$ cat src/rtl/sockit_ghrd_onchip_mem_tester.sv
// sockit_ghrd_onchip_mem_tester
//   Avalon-MM host / BIST engine for the on-chip RAM (1-cycle read latency,
//   no waitrequest). Fills a word range with the pattern {S, ~S}, S = seed + i,
//   reads it back and compares, or does both.
// Ports
//   clk, reset              clock, asynchronous active-high reset
//   start, mode, base_addr,
//   word_count, seed        operation request, sampled on an accepted start
//   pause                   freezes engine and memory (avm_clken = ~pause)
//   busy, done, error,
//   error_count,
//   first_err_addr          status
//   avm_*                   Avalon-MM host interface to the on-chip RAM
module sockit_ghrd_onchip_mem_tester #(
  parameter int ADDR_W   = 13,
  parameter int DATA_W   = 64,
  parameter int ERRCNT_W = 16
) (
  input  logic                clk,
  input  logic                reset,
  input  logic                start,
  input  logic [1:0]          mode,
  input  logic [ADDR_W-1:0]   base_addr,
  input  logic [ADDR_W:0]     word_count,
  input  logic [31:0]         seed,
  input  logic                pause,
  output logic                busy,
  output logic                done,
  output logic                error,
  output logic [ERRCNT_W-1:0] error_count,
  output logic [ADDR_W-1:0]   first_err_addr,
  output logic [ADDR_W-1:0]   avm_address,
  output logic [7:0]          avm_byteenable,
  output logic                avm_chipselect,
  output logic                avm_write,
  output logic [DATA_W-1:0]   avm_writedata,
  input  logic [DATA_W-1:0]   avm_readdata,
  output logic                avm_clken
);

  typedef enum logic [2:0] {
    S_IDLE,
    S_SKIP,   // single busy cycle for a zero-length request
    S_FILL,
    S_CHECK,
    S_DRAIN,
    S_DONE
  } state_t;

  state_t                state_q, state_d;
  logic [ADDR_W:0]       idx_q, idx_d;
  logic [ADDR_W:0]       n_q;
  logic [ADDR_W-1:0]     base_q;
  logic [31:0]           seed_q;
  logic                  fill_chk_q;
  logic                  pend_q;
  logic [DATA_W-1:0]     exp_q;
  logic [ADDR_W-1:0]     cmp_addr_q;
  logic                  error_q;
  logic [ERRCNT_W-1:0]   errcnt_q;
  logic [ADDR_W-1:0]     first_q;

  logic                  accept;
  logic                  last;
  logic                  mismatch;
  logic [ADDR_W-1:0]     cur_addr;
  logic [31:0]           s_cur;
  logic [DATA_W-1:0]     pat;

  assign last     = (idx_q == n_q - (ADDR_W+1)'(1));
  assign cur_addr = base_q + idx_q[ADDR_W-1:0];
  assign s_cur    = seed_q + 32'(idx_q);
  assign pat      = {s_cur, ~s_cur};

  // Read data belongs to the read issued in the previous enabled cycle; a
  // paused cycle keeps both the memory output and the pending expectation.
  assign mismatch = pend_q && !pause && (avm_readdata != exp_q);

  always_comb begin
    state_d = state_q;
    idx_d   = idx_q;
    accept  = 1'b0;
    if (!pause) begin
      unique case (state_q)
        S_IDLE, S_DONE: begin
          if (start) begin
            accept = 1'b1;
            idx_d  = '0;
            if (word_count == '0)   state_d = S_SKIP;
            else if (mode == 2'b01) state_d = S_CHECK;
            else                    state_d = S_FILL;
          end
        end
        S_SKIP:  state_d = S_DONE;
        S_FILL: begin
          if (last) begin
            idx_d   = '0;
            state_d = fill_chk_q ? S_CHECK : S_DONE;
          end else begin
            idx_d = idx_q + (ADDR_W+1)'(1);
          end
        end
        S_CHECK: begin
          if (last) state_d = S_DRAIN;
          else      idx_d   = idx_q + (ADDR_W+1)'(1);
        end
        S_DRAIN: state_d = S_DONE;
        default: state_d = S_IDLE;
      endcase
    end
  end

  always_comb begin
    avm_chipselect = (state_q == S_FILL) || (state_q == S_CHECK);
    avm_write      = (state_q == S_FILL);
    avm_address    = avm_chipselect ? cur_addr : '0;
    avm_writedata  = avm_write ? pat : '0;
    avm_byteenable = avm_chipselect ? 8'hFF : 8'h00;
    avm_clken      = ~pause;
    busy           = (state_q == S_SKIP) || (state_q == S_FILL) ||
                     (state_q == S_CHECK) || (state_q == S_DRAIN);
    done           = (state_q == S_DONE);
  end

  assign error          = error_q;
  assign error_count    = errcnt_q;
  assign first_err_addr = first_q;

  always_ff @(posedge clk or posedge reset) begin
    if (reset) begin
      state_q    <= S_IDLE;
      idx_q      <= '0;
      n_q        <= '0;
      base_q     <= '0;
      seed_q     <= '0;
      fill_chk_q <= 1'b0;
      pend_q     <= 1'b0;
      exp_q      <= '0;
      cmp_addr_q <= '0;
      error_q    <= 1'b0;
      errcnt_q   <= '0;
      first_q    <= '0;
    end else begin
      state_q <= state_d;
      idx_q   <= idx_d;
      if (accept) begin
        base_q     <= base_addr;
        n_q        <= word_count;
        seed_q     <= seed;
        fill_chk_q <= (mode == 2'b10);
        error_q    <= 1'b0;
        errcnt_q   <= '0;
        first_q    <= '0;
      end else if (mismatch) begin
        error_q <= 1'b1;
        if (errcnt_q != '1) errcnt_q <= errcnt_q + ERRCNT_W'(1);
        if (!error_q)       first_q  <= cmp_addr_q;
      end
      if (!pause) begin
        pend_q     <= (state_q == S_CHECK);
        exp_q      <= pat;
        cmp_addr_q <= cur_addr;
      end
    end
  end

endmodule

$ cat config.mk
export PLATFORM = sky130hd
export DESIGN_NAME = sockit_ghrd_onchip_mem_tester
export DESIGN_NICKNAME = d
export VERILOG_FILES = /design/src/rtl/sockit_ghrd_onchip_mem_tester.sv
export SDC_FILE = /design/constraint.sdc
export NUM_CORES = 1
export LEC_CHECK = 0
export CAP_MARGIN = 10
export CORE_MARGIN = 2
export CORE_UTILIZATION = 50
export DETAILED_ROUTE_END_ITERATION = 10
export PLACE_DENSITY = 0.76
export RECOVER_POWER = 25
export SYNTH_ARGS = -nofsm -noshare
export SYNTH_HDL_FRONTEND = slang
export SYNTH_SLANG_ARGS = --single-unit
$ cat constraint.sdc
create_clock -name clk -period 6.9 [get_ports clk]
set_input_delay 1.38 -clock clk [delete_from_list [all_inputs] [get_ports clk]]
set_output_delay 1.38 -clock clk [all_outputs]
set_load 0.02 [all_outputs]
* Word level (Yosys, flattened, before mapping) *
Cells that the tools add are included.

storage, ports and cells
  word-level logic and storage cells = 77
  flip-flop bits (word level) = 185
  output and inout port bits = 120

operators by class
  add/sub/neg operators = 5
  equal/unequal tests = 15
  reduce and logical (&&, ||, !) cells = 18
  bitwise logic cells = 2
  mux-type cells = 25

operators with widths
  cell                                                                  number
  64-bit 2-to-1 mux                                                     1
  64-bit inequality test                                                1
  13-bit 2-to-1 mux                                                     4
  16-bit 2-to-1 mux                                                     3
  14-bit 2-to-1 mux                                                     3
  14-bit one-hot mux with 3 select lines                                1
  32-bit by 14-bit adder with 32-bit output                             1
  32-bit inverter                                                       1
  16-bit by 1-bit adder with 16-bit output, second input constant       1
  16-bit inequality test, second input constant                         1
  14-bit by 1-bit adder with 14-bit output, second input constant       1
  14-bit == test                                                        1
  14-bit logical NOT                                                    1
  14-bit by 1-bit subtractor with 14-bit output, second input constant  1
  13-bit adder                                                          1
  3-bit 2-to-1 mux                                                      4
  3-bit one-hot mux with 4 select lines                                 1
  8-bit 2-to-1 mux                                                      1
  4-bit AND reduction                                                   2
  3-bit by 2-bit == test with 1-bit output, second input constant       2
  3-bit == test, second input constant                                  2
  1-bit 2-to-1 mux                                                      6
  2-bit inequality test, second input constant                          3
  1-bit logical OR                                                      4
  13 further kinds                                                      18

* Longest topological paths before layout *
Gate-level depths: netlist of the first run.

  word-level depth = 6
  gate-level depth with buffers = 10
  gate-level depth less buffers = 9

* Least setup slack after synthesis of the first run *
Ideal clock, no wire load.

  kind = register to output
  start point = reg idx_q[4]
  end point = out avm_writedata[21]
  cell stages (with the launch flop) = 9
  arrival time = 2993 ps
  path buffers = 1
  path slack = 2527 ps
  path through = dfrtp_1 > ha_1 > a2111oi_0 > o21ai_0 > a221o_1 > a211oi_1 > clkbuf_1 > nor4_1 > nor3_1

on the way
  word-level cells in the longest chain between the ends = 3

ends and longest elaborated chain
  item                                       RTL line  RTL
  start, declared                            51        logic [ADDR_W:0] idx_q, idx_d;
  start signal, assigned                     145       idx_q <= idx_d;
  32-bit by 14-bit adder with 32-bit output  72        assign s_cur = seed_q + 32'(idx_q);
  32-bit inverter                            73        assign pat = {s_cur, ~s_cur};
  64-bit 2-to-1 mux                          117       avm_writedata = avm_write ? pat : '0;
  end, declared                              36        output logic [DATA_W-1:0] avm_writedata,

Every way passes these cells.

==> key figures, run 1 <==
Run status
  – Status: finished, violations left
  – Failing checks: capacitance limit, slew limit

Power
  – Max VDD drop: 0.205 mV
  – Switching Fraction: 43.0%
  – Pwr/cell area: 394 mW/mm2
  – Overall Power: 5520 uW
  – Sequential share of power: 34.7%
  – Combinational share of power: 47.5%
  – P_leak: 0.00619 uW
  – NetSw: 2370 uW
  – Clk pwr share: between 10% and 20%
  – P_int: 3140 uW

Run
  – Max_cap viols: 3

Worst setup path
  – R2R setup slack: 3.28 ns
  – CP Class: input pin to flip-flop
  – Critical path startpoint: pause
  – Critical path peak fanout: 90
  – Worst endpoint required time: approximately 7.2 ns
  – Worst Setup End Kind: flip-flop
  – CP startpoint kind: input pin
  – RR Startpoint: n_q[0]$_DFFE_PP0P_
  – Worst EP arrival: 6.02 ns
  – Worst-case reg-to-reg path depth: 9

Clock tree
  – Post-CTS Setup Inserts: 0
  – Skew-Pair Late Insertion Delay: 0.43 ns
  – Htree depth: 4
  – Post_cts resized: 0
  – Clock Path Buffers: 2
  – Clock transition at the registers of the reported paths: 0.07 ns
  – Clock root buffer: clkbuf_16
  – TritonCTS clock tree: yes
  – Clock sink count: 185
  – Hold-fix buffers, CTS: 0
  – CTS Buf Count: 17

Die
  – FP Rows: 53
  – Core Area: around 0.021 mm2
  – Die height: about 150 um
  – Die Span X: between 150 and 200 um
  – Initial Util: between 50 and 60%
  – Num ports: 249
  – Die area: 0.0228 mm2

Synthesis
  – Post-synthesis cell area: between 0.01 and 0.015 mm2
  – Syn_nets: 1,376
  – Yosys Warn Count: 0
  – Top-count cell post-synth: nand2_1
  – Number of distinct library cells after synthesis: 67
  – Synth top area cells: dfrtp_1, nand2_1, xor2_1
  – Avg Inst Size Synth: 8.88 um2
  – Commonest cells in the netlist: nand2_1, dfrtp_1, nor2_1, xor2_1, clkbuf_1
  – Post-synth ARST share: 100%
  – Top_reg_cell synth: dfrtp_1
  – Synthesis-stage register bit count: 185
  – Synth area leader: dfrtp_1
  – Count of flip-flops with a built-in enable after synthesis: 0
  – Top cell type's share of synthesized area: 42.9%
  – Synth Instances: 1,216
  – Seq/Total Area, Yosys: between 40% and 50%

STA
  – Fmax: 0.175 GHz
  – Endpoints failing setup: 0
  – Final hold violation count: 0
  – Final period utilization: 82.7%
  – Worst-Margin Slew: 3.72 ns
  – Setup TNS: 0 ns
  – Setup repair after global routing missed its margin: no
  – Final critical-path required period: 5.71 ns
  – Clock Skews: 0.0113 ns
  – Final Max Tran Viols: 185
  – Slew HR: -148%

Global route
  – Number of global-route vias before repair: 9,310
  – First-pass GRT wire length: 50,400 um
  – Gr ovfl total: 0
  – Largest net degree at the start of global routing: 91
  – Initial antenna violation count: 0
  – Total global-route track usage: between 20% and 30%

Route
  – Pre-antenna DRT Iters: 5
  – Vias: 9,723
  – DRC: 0
  – Final WL: 32,600 um
  – Vias per cell: 5.66
  – Avg WL per Cell: ~19 um
  – Final antenna-violating net count: 0
  – 1st-iter DRT viols: 850

Placement
  – Hpwl dp: 24,600 um
  – PortBufs: 248
  – Gp weighted congestion: 0.921

Layout
  – Final #Nets: 1,587
  – Area Overhead vs Synth: 29.6%
  – Share of cells above drive strength 1: 4.93%
  – Fill count: around 1,800

Hold path
  – HP Start: seed_q[7]$_DFFE_PP0P_
  – Hold path cells: 2
  – HP Class: flip-flop to flip-flop
[power groups by stage]
stage          clock [uW]  sequential, uW  combinational, uW
2_1_floorplan           0            1800               1680
3_3_place_gp            0            1910               2560
3_5_place_dp            0            1920               2600
4_1_cts               991            1900               2620
5_1_grt              1040            1970               2860
6_report              982            1920               2620
[cells by family after synthesis]
kind of cell	after synthesis	share of synthesized area, %
fa+ha+maj	31	3.73
simple gates	537	23.6
xor+xnor	120	9.74
mux	37	3.62
flops	185	42.9
compound gates	204	12.4
buf+inv	102	4.01
[worst max-delay path: stages]
cell and delay [ns]:
clkbuf_1 1.03, clkbuf_1 2.69, nor2_1 0.53, a21o_1 0.34
[path summary, 6_finish.rpt]
kind / endpoint
max in group asynchronous: seed_q[22]$_DFFE_PP0P_
setup reg to reg: idx_q[11]$_DFFE_PP0P_
hold / removal: seed_q[7]$_DFFE_PP0P_
hold reg to reg: seed_q[7]$_DFFE_PP0P_
min in group asynchronous: first_err_addr[5]$_DFFE_PP0P_
setup / recovery: exp_q[36]$_DFFE_PP0N_
[cells in the final DEF (no fill, tap or decap), types with 10 or more instances in the layout]
master / count
clkdlybuf4s50_1: 246
mux2i_1: 21
mux2_2: 16
nor4_1: 32
o21ai_0: 46
o21a_1: 16
xor2_1: 88
a21o_1: 14
a21oi_1: 45
nand2_1: 238
or3_1: 10
and3_1: 13
clkbuf_16: 17
nor2_1: 92
nand2b_1: 21
and2_1: 31
o31ai_1: 15
dfrtp_1: 185
nand3_1: 23
nor3_1: 27
o21ai_1: 10
inv_1: 34
xnor2_1: 32
ha_1: 29
nand4_1: 18
o31a_1: 15
[sequential cells by signal, summed over array words and instances (netlist names)]
name / flops
base_q: 13
cmp_addr_q: 13
error: 1
error_count: 16
exp_q: 64
fill_chk_q: 1
first_err_addr: 13
idx_q: 14
n_q: 14
pend_q: 1
seed_q: 32
state_q: 3
[stage by stage]
stage / std cells / hold WS [ns] / worst slack [ns] / utilization (%) / cell area (um2)
final: 1717 / 0.482 / 1.19 / 66.3 / 14000
after global routing: 1715 / 0.508 / 0.935 / 66.3 / 14000
after CTS: 1715 / 0.487 / 1.40 / 66.4 / 14000
after detailed placement: 1683 / 0.470 / 1.89 / 63.6 / 13400
after global placement: 1683 / 0.465 / 1.90 / 63.6 / 13400
after floorplan: 1216 / 0.450 / 0.491 / - / 10800
[area by class of cell]
cell class | instances | area, um2 | share of cell area (%)
diodes | 2 | 5.00 | 0.0358
clock buffers | 19 | 453 | 3.24
clock inverters | 13 | 134 | 0.957
inverters | 36 | 136 | 0.975
multi-input cells | 929 | 5740 | 41.1
flip-flops and latches | 185 | 4630 | 33.1
well taps | 275 | 344 | 2.46
repair buffers | 258 | 2540 | 18.2
[metal layers]
metal | up-vias | global-route usage [%] | share of wire [%]
li1 | 4602 | - | -
met1 | 4703 | 39.9 | 44
met2 | 374 | 46.0 | 46
met3 | 44 | 5.57 | 7.6
met4 | 0 | 9.58 | 2.3
met5 | - | 0 | 0
No activity file was read; power rests on OpenSTA's default activity.
==> run 2, diff against run 1 <==
clock period = 5.3 ns   (was 6.9 ns; I/O delays follow)
==> run 2 against run 1 <==
  * The run still ends with capacitance limit, slew limit left
  * Power increased by 33%
  * Count of clock-buffer cells in the layout fell by 2
  * Critical path depth increased by 5
  * Global-route usage is 0.35 points lower
  * Wire length shrank 1.7%
  * Utilization grew 0.50 points
==> key figures, run 2 (synthesis gave the netlist of run 1 again) <==
Hold path
  – HP Class: flip-flop to flip-flop
  – HP Start: seed_q[7]$_DFFE_PP0P_

STA
  – Fmax: 0.197 GHz
  – Final Max Tran Viols: 222 (+20%)
  – Final hold violation count: 0 (unchanged)
  – Final period utilization: 95.8%
  – Final critical-path required period: just over 5 ns
  – Endpoints failing setup: 0 (unchanged)
  – Slew HR: -68.6% (+79 points)
  – Worst-Margin Slew: 2.53 ns (-1.19 ns)
  – Clock Skews: 0.0127 ns (+0.00142 ns)

Power
  – Combinational share of power: 46.8% (-0.7 points)
  – Sequential share of power: 33.8% (-0.9 points)
  – NetSw: 3090 uW (+30%)
  – P_int: 4230 uW (+34%)
  – Max VDD drop: 0.306 mV (+49%)
  – Pwr/cell area: 519 mW/mm2 (+32%)
  – Clk pwr share: 19.4% (+1.6 points)
  – Switching Fraction: 42.2% (-0.78 points)
  – P_leak: 0.00625 uW (+0.89%)

Layout
  – Final #Nets: 1,590 (+0.19%)
  – Fill count: 1,716 (-3.1%)
  – Commonest non-fill, non-tap cell in the layout: clkdlybuf4s50_1
  – Commonest cells after routing, fill and taps aside: clkdlybuf4s50_1, nand2_1, dfrtp_1, nor2_1, xor2_1
  – Reg with most FFs: exp_q
  – Area Overhead vs Synth: 30.5%
  – Util after Layout: 66.8% (+0.50 points)
  – N_diodes: 0 (-2)
  – Non-Filler Instances: 1,718 (+0.058%)
  – Largest register FFs: 64 (unchanged)
  – Share of cells above drive strength 1: 5.41% (+0.47 points)

Placement
  – Hpwl dp: 24,000 um (-2.4%)
  – Placed Cells: 1,685 (+0.12%)
  – Gp weighted congestion: 0.902 (-2.1%)
  – PortBufs: 248 (unchanged)

Worst setup path
  – Critical path startpoint: idx_q[4]$_DFFE_PP0P_
  – Critical path peak fanout: 20 (-78%)
  – Worst Setup End Kind: output pin
  – CP Class: flip-flop to output pin
  – CP startpoint kind: flip-flop
  – RR Startpoint: n_q[0]$_DFFE_PP0P_
  – Worst EP arrival: 4.02 ns (-2.00 ns)
  – Worst endpoint required time: 4.24 ns (-2.98 ns)
  – Critical path, cell by cell: ha_1 -> a2111oi_1 -> o21ai_0 -> a221o_1 -> a211oi_2 -> buf_4 -> o31a_1 -> o21a_1 -> clkdlybuf4s50_1
  – Max incr delay on CP: 0.61 ns (-2.08 ns)
  – Slowest-stage cell, CP: clkdlybuf4s50_1
  – Crit path buffers/inverters: 2 (unchanged)
  – CP delay by family, top: compound AO/OA/AOI/OAI gates

Route
  – Final WL: 32,100 um (-1.7%)
  – Vias: 9,626 (-1.0%)
  – Final antenna-violating net count: 0 (unchanged)
  – Pre-antenna DRT Iters: 5 (unchanged)
  – 1st-iter DRT viols: 713 (-16%)
  – Vias per cell: 5.60 (-1.1%)
  – DRC: 0 (unchanged)
  – Avg WL per Cell: 18.7 um (-1.7%)

Run status
  – Status: finished, violations left
  – Failing checks: capacitance limit, slew limit

Die
  – Num ports: 249 (unchanged)
  – FP Rows: 53 (unchanged)
  – Die Span X: 151 um (unchanged)
  – Die height: 151 um (unchanged)
  – Initial Util: 51.2% (unchanged)
  – Die area: 0.0228 mm2 (unchanged)
  – Core Area: 0.0211 mm2 (unchanged)

Clock tree
  – Hold-fix buffers, CTS: 0 (unchanged)
  – TritonCTS clock tree: yes
  – Clock Path Buffers: 2 (unchanged)
  – Clock sink count: 185 (unchanged)
  – Skew-Pair Late Insertion Delay: 0.44 ns (about the same)
  – Clock transition at the registers of the reported paths: 0.07 ns (about the same)
  – CTS Buf Count: 17 (unchanged)
  – Clock root buffer: clkbuf_16
  – Htree depth: 4 (unchanged)

Global route
  – Initial antenna violation count: 0 (unchanged)
  – Number of global-route vias before repair: 9,314 (+0.043%)
  – Largest net degree at the start of global routing: 186 (+100%)
  – First-pass GRT wire length: 49,900 um (-0.97%)
  – Gr ovfl total: 0 (unchanged)
  – Total global-route track usage: 28.5% (-0.35 points)

Run
  – Max_cap viols: 2 (-1)
-- run 2: changes by cell type in the layout (fill, tap and decap cells not counted), sizes merged --
cell / before / now
inv: 40 / 44
buf: 7 / 11
clkinv: 5 / 1
clkbuf: 23 / 20
diode: 2 / 0
bufinv: 1 / 4
clkinvlp: 3 / 2
-- run 2: power groups by stage --
stage	Sequential (uW)	Combinational (uW)	Clock [uW]
final	2470	3420	1420
after floorplan	2340	2180	0
after CTS	2460	3440	1430
after global routing	2540	3740	1500
after global placement	2460	3350	0
after detailed placement	2480	3410	0
-- run 2: metrics by stage --
stage | TNS [ns] | total power (uW) | area [um2] | hold slack (ns) | setup slack, ns
floorplan | 0 | 4520 | 10800 | 0.450 | 1.25
global placement | 0 | 5810 | 13400 | 0.465 | 0.459
detailed placement | 0 | 5890 | 13400 | 0.473 | 0.457
CTS | 0 | 7330 | 14100 | 0.490 | 0.111
global route | -0.00758 | 7790 | 14100 | 0.513 | -0.00758
finish | 0 | 7320 | 14100 | 0.484 | 0.222
-- run 2: tightest hold or removal path, delay by kind of cell, from the launching register on --
| kind | cells | cell delay [ns] |
|---|---|---|
| simple gates | 2 | 0.11 |
| flops | 1 | 0.34 |
-- run 2: layout make-up --
class                           instances  area (um2)  area share (%)
Clock buffer                           17         425            3.02
Clock inverter                         15         225            1.60
Inverter                               36         139           0.986
Multi-Input combinational cell        929        5760            40.9
Sequential cell                       185        4630            32.9
Tap cell                              275         344            2.44
Timing Repair Buffer                  261        2570            18.2
-- run 2: worst paths after layout --
path / to / slack (ns) / cells past startpoint
max: avm_writedata[61] / 0.22 / 9
min: seed_q[7]$_DFFE_PP0P_ / 0.48 / 2
max reg2reg: idx_q[11]$_DFFE_PP0P_ / 1.74 / 9
min reg2reg: seed_q[7]$_DFFE_PP0P_ / 0.48 / 2
max in group asynchronous: seed_q[17]$_DFFE_PP0P_ / 1.70 / 3
min in group asynchronous: first_err_addr[1]$_DFFE_PP0P_ / 2.05 / 3
-- run 2: layer usage --
layer	wire length (um)	share of wire [%]	up-vias	global-route usage (%)
met5	0	0	-	0
li1	-	-	4600	-
met1	14100	44	4645	39.3
met2	14700	46	336	45.8
met4	877	2.7	0	9.67
met3	2400	7.5	45	5.09
-- run 2: what timing repair did --
action / CTS / global route
endpoints found under the setup margin: 1 / 32
gates resized for setup: 1 / 1
pin swaps: 0 / 1
buffers inserted: 0 / 1
==> run 3, diff against run 2 <==
CORE_MARGIN = default   (was 2)
CORE_UTILIZATION = 45   (was 50)
PLACE_DENSITY = 0.69   (was 0.76)
clock period = 6.2 ns   (was 5.3 ns; I/O delays follow)
==> run 3 against run 2 <==
  * Utilization decreased by 6.8 points
  * The run still ends with capacitance limit, slew limit left
  * Final area hardly changed
  * First-iteration DRC count is 8.4% lower
  * Sequential share of layout area about the same
  * Die area grew 8.0%
  * Clock power down 19%
  * Non-clock buffer count down 4
  * Hold slack got worse by 0.0046 ns
==> key figures, run 3 (synthesis gave the netlist of run 1 again) <==
STA
  – Setup TNS: 0 ns (unchanged)
  – Final hold violation count: 0 (unchanged)
  – Hold Slack: 0.479 ns (-0.00464 ns)
  – Final Max Tran Viols: 186 (-16%)
  – Setup repair after global routing missed its margin: no
  – Fmax: 0.180 GHz
  – Final critical-path required period: between 5 and 6 ns
  – Endpoints failing setup: 0 (unchanged)
  – Final worst setup slack: 0.654 ns (+0.432 ns)
  – Slew HR: -68.0% (+0.58 points)
  – Worst-Margin Slew: 2.52 ns (-0.00865 ns)
  – Clock Skews: 0.0132 ns (+0.000542 ns)
  – Final period utilization: between 80% and 90%

Route
  – Final antenna-violating net count: 0 (unchanged)
  – DRC: 0 (unchanged)
  – Vias per cell: 5.45 (-2.8%)
  – Avg WL per Cell: 18.3 um (-1.9%)
  – 1st-iter DRT viols: 653 (-8.4%)
  – Pre-antenna DRT Iters: 5 (unchanged)
  – Vias: 9,568 (-0.60%)
  – Final WL: 32,200 um (+0.34%)

Global route
  – Number of global-route vias before repair: 8,885 (-4.6%)
  – Largest net degree at the start of global routing: 186 (unchanged)
  – First-pass GRT wire length: 49,600 um (-0.61%)
  – Initial antenna violation count: 0 (unchanged)
  – Total global-route track usage: 26.8% (-1.8 points)
  – Gr ovfl total: 0 (unchanged)

Clock tree
  – TritonCTS clock tree: yes
  – Clock root buffer: clkbuf_16
  – Clock transition at the registers of the reported paths: 0.06 ns (about the same)
  – CTS Buf Count: 17 (unchanged)
  – Post_cts resized: 0 (-1)
  – Clock Path Buffers: 2 (unchanged)
  – Skew-Pair Late Insertion Delay: 0.43 ns (about the same)
  – Clock sink count: 185 (unchanged)
  – Post-CTS Setup Inserts: 0 (unchanged)
  – Htree depth: 4 (unchanged)
  – Hold-fix buffers, CTS: 0 (unchanged)

Layout
  – Non-Filler Instances: 1,757 (+2.3%)
  – Fill count: 2,063 (+20%)
  – N_diodes: 0 (unchanged)
  – Commonest cells after routing, fill and taps aside: clkdlybuf4s50_1, nand2_1, dfrtp_1, nor2_1, xor2_1
  – Commonest non-fill, non-tap cell in the layout: clkdlybuf4s50_1
  – Share of cells above drive strength 1: 5.01% (-0.40 points)
  – Reg with most FFs: exp_q
  – Largest register FFs: 64 (unchanged)
  – Final #Nets: 1,586 (-0.25%)
  – Area Overhead vs Synth: 30.4% (about the same)

Die
  – Die height: 157 um (+3.9%)
  – Num ports: 249 (unchanged)
  – Die Span X: 157 um (+3.9%)
  – Core Area: 0.0235 mm2 (+11%)
  – FP Rows: 56 (+5.7%)
  – Die area: 0.0246 mm2 (+8.0%)
  – Initial Util: 46.0% (-5.2 points)

Worst setup path
  – Worst endpoint required time: 4.96 ns (+0.72 ns)
  – Worst EP arrival: 4.31 ns (+0.29 ns)
  – CP startpoint kind: flip-flop
  – Critical path peak fanout: 8 (-60%)
  – Worst Setup End Kind: output pin
  – CP Class: flip-flop to output pin

Run
  – Max_cap viols: 1 (-1)

Placement
  – DP Worst Slack: 1.15 ns (+0.692 ns)
  – Hpwl dp: 24,200 um (+0.81%)
  – PortBufs: 248 (unchanged)
  – Gp weighted congestion: 0.883 (-2.1%)
  – Placed Cells: 1,726 (+2.4%)

Hold path
  – HP Class: flip-flop to flip-flop

Power
  – P_leak: 0.00622 uW (-0.52%)
  – Max VDD drop: 0.213 mV (-31%)
  – Pwr/cell area: 440 mW/mm2 (-15%)

Run status
  – Status: finished, violations left
  – Failing checks: capacitance limit, slew limit
[run 3: cell types whose count changed in the layout (fill, tap and decap cells not counted), sizes merged]
cell      change
clkinvlp      -1
clkbuf        +3
bufinv        -1
inv           -5
clkinv        +3
buf           -4
[run 3: critical path, cell delays in order (launching register included)]
cell	delay, ns
dfrtp_1	0.47
ha_1	0.38
o21ai_0	0.11
a21boi_0	0.38
a21oi_1	0.22
o211ai_1	0.58
nand4_1	0.19
xnor2_1	0.73
and2_1	0.23
clkdlybuf4s50_1	0.60
[run 3: path summary, 6_finish.rpt]
check	startpoint	endpoint	slack (ns)	cells after the start
setup / recovery	idx_q[5]$_DFFE_PP0P_	avm_writedata[50]	0.65	9
hold / removal	seed_q[7]$_DFFE_PP0P_	seed_q[7]$_DFFE_PP0P_	0.48	2
setup reg to reg	n_q[0]$_DFFE_PP0P_	idx_q[11]$_DFFE_PP0P_	2.58	9
hold reg to reg	seed_q[7]$_DFFE_PP0P_	seed_q[7]$_DFFE_PP0P_	0.48	2
max in group asynchronous	reset	idx_q[11]$_DFFE_PP0P_	2.42	3
min in group asynchronous	reset	first_err_addr[5]$_DFFE_PP0P_	2.23	3
[run 3: routing by layer]
layer	share of wire, %	up-vias	GRT usage (%)
met5	0	-	0
met4	2.9	0	10.3
met3	5.7	45	3.93
met2	45	318	41.0
met1	46	4598	38.0
li1	-	4607	-
[run 3: power by group]
group          total (uW)  switching [uW]  leakage, uW  internal, uW
combinational        2910            1650      0.00359          1260
sequential           2130             478      0.00232          1650
clock                1150             481     0.000308           673
[run 3: final cells by class]
| type | instances | area, um2 | area share (%) |
|---|---|---|---|
| clock buffers | 20 | 467 | 3.31 |
| flip-flops and latches | 185 | 4630 | 32.9 |
| repair buffers | 257 | 2540 | 18.0 |
| well taps | 319 | 399 | 2.83 |
| multi-input cells | 929 | 5750 | 40.8 |
| inverters | 36 | 139 | 0.986 |
| clock inverters | 11 | 156 | 1.11 |
[run 3: through the flow]
stage	util (%)	instance area, um2	total power [uW]
after floorplan	-	10800	3860
after global placement	57.4	13500	4990
after detailed placement	57.4	13500	5050
after CTS	60.1	14100	6210
after global routing	60.0	14100	6580
final	60.0	14100	6190
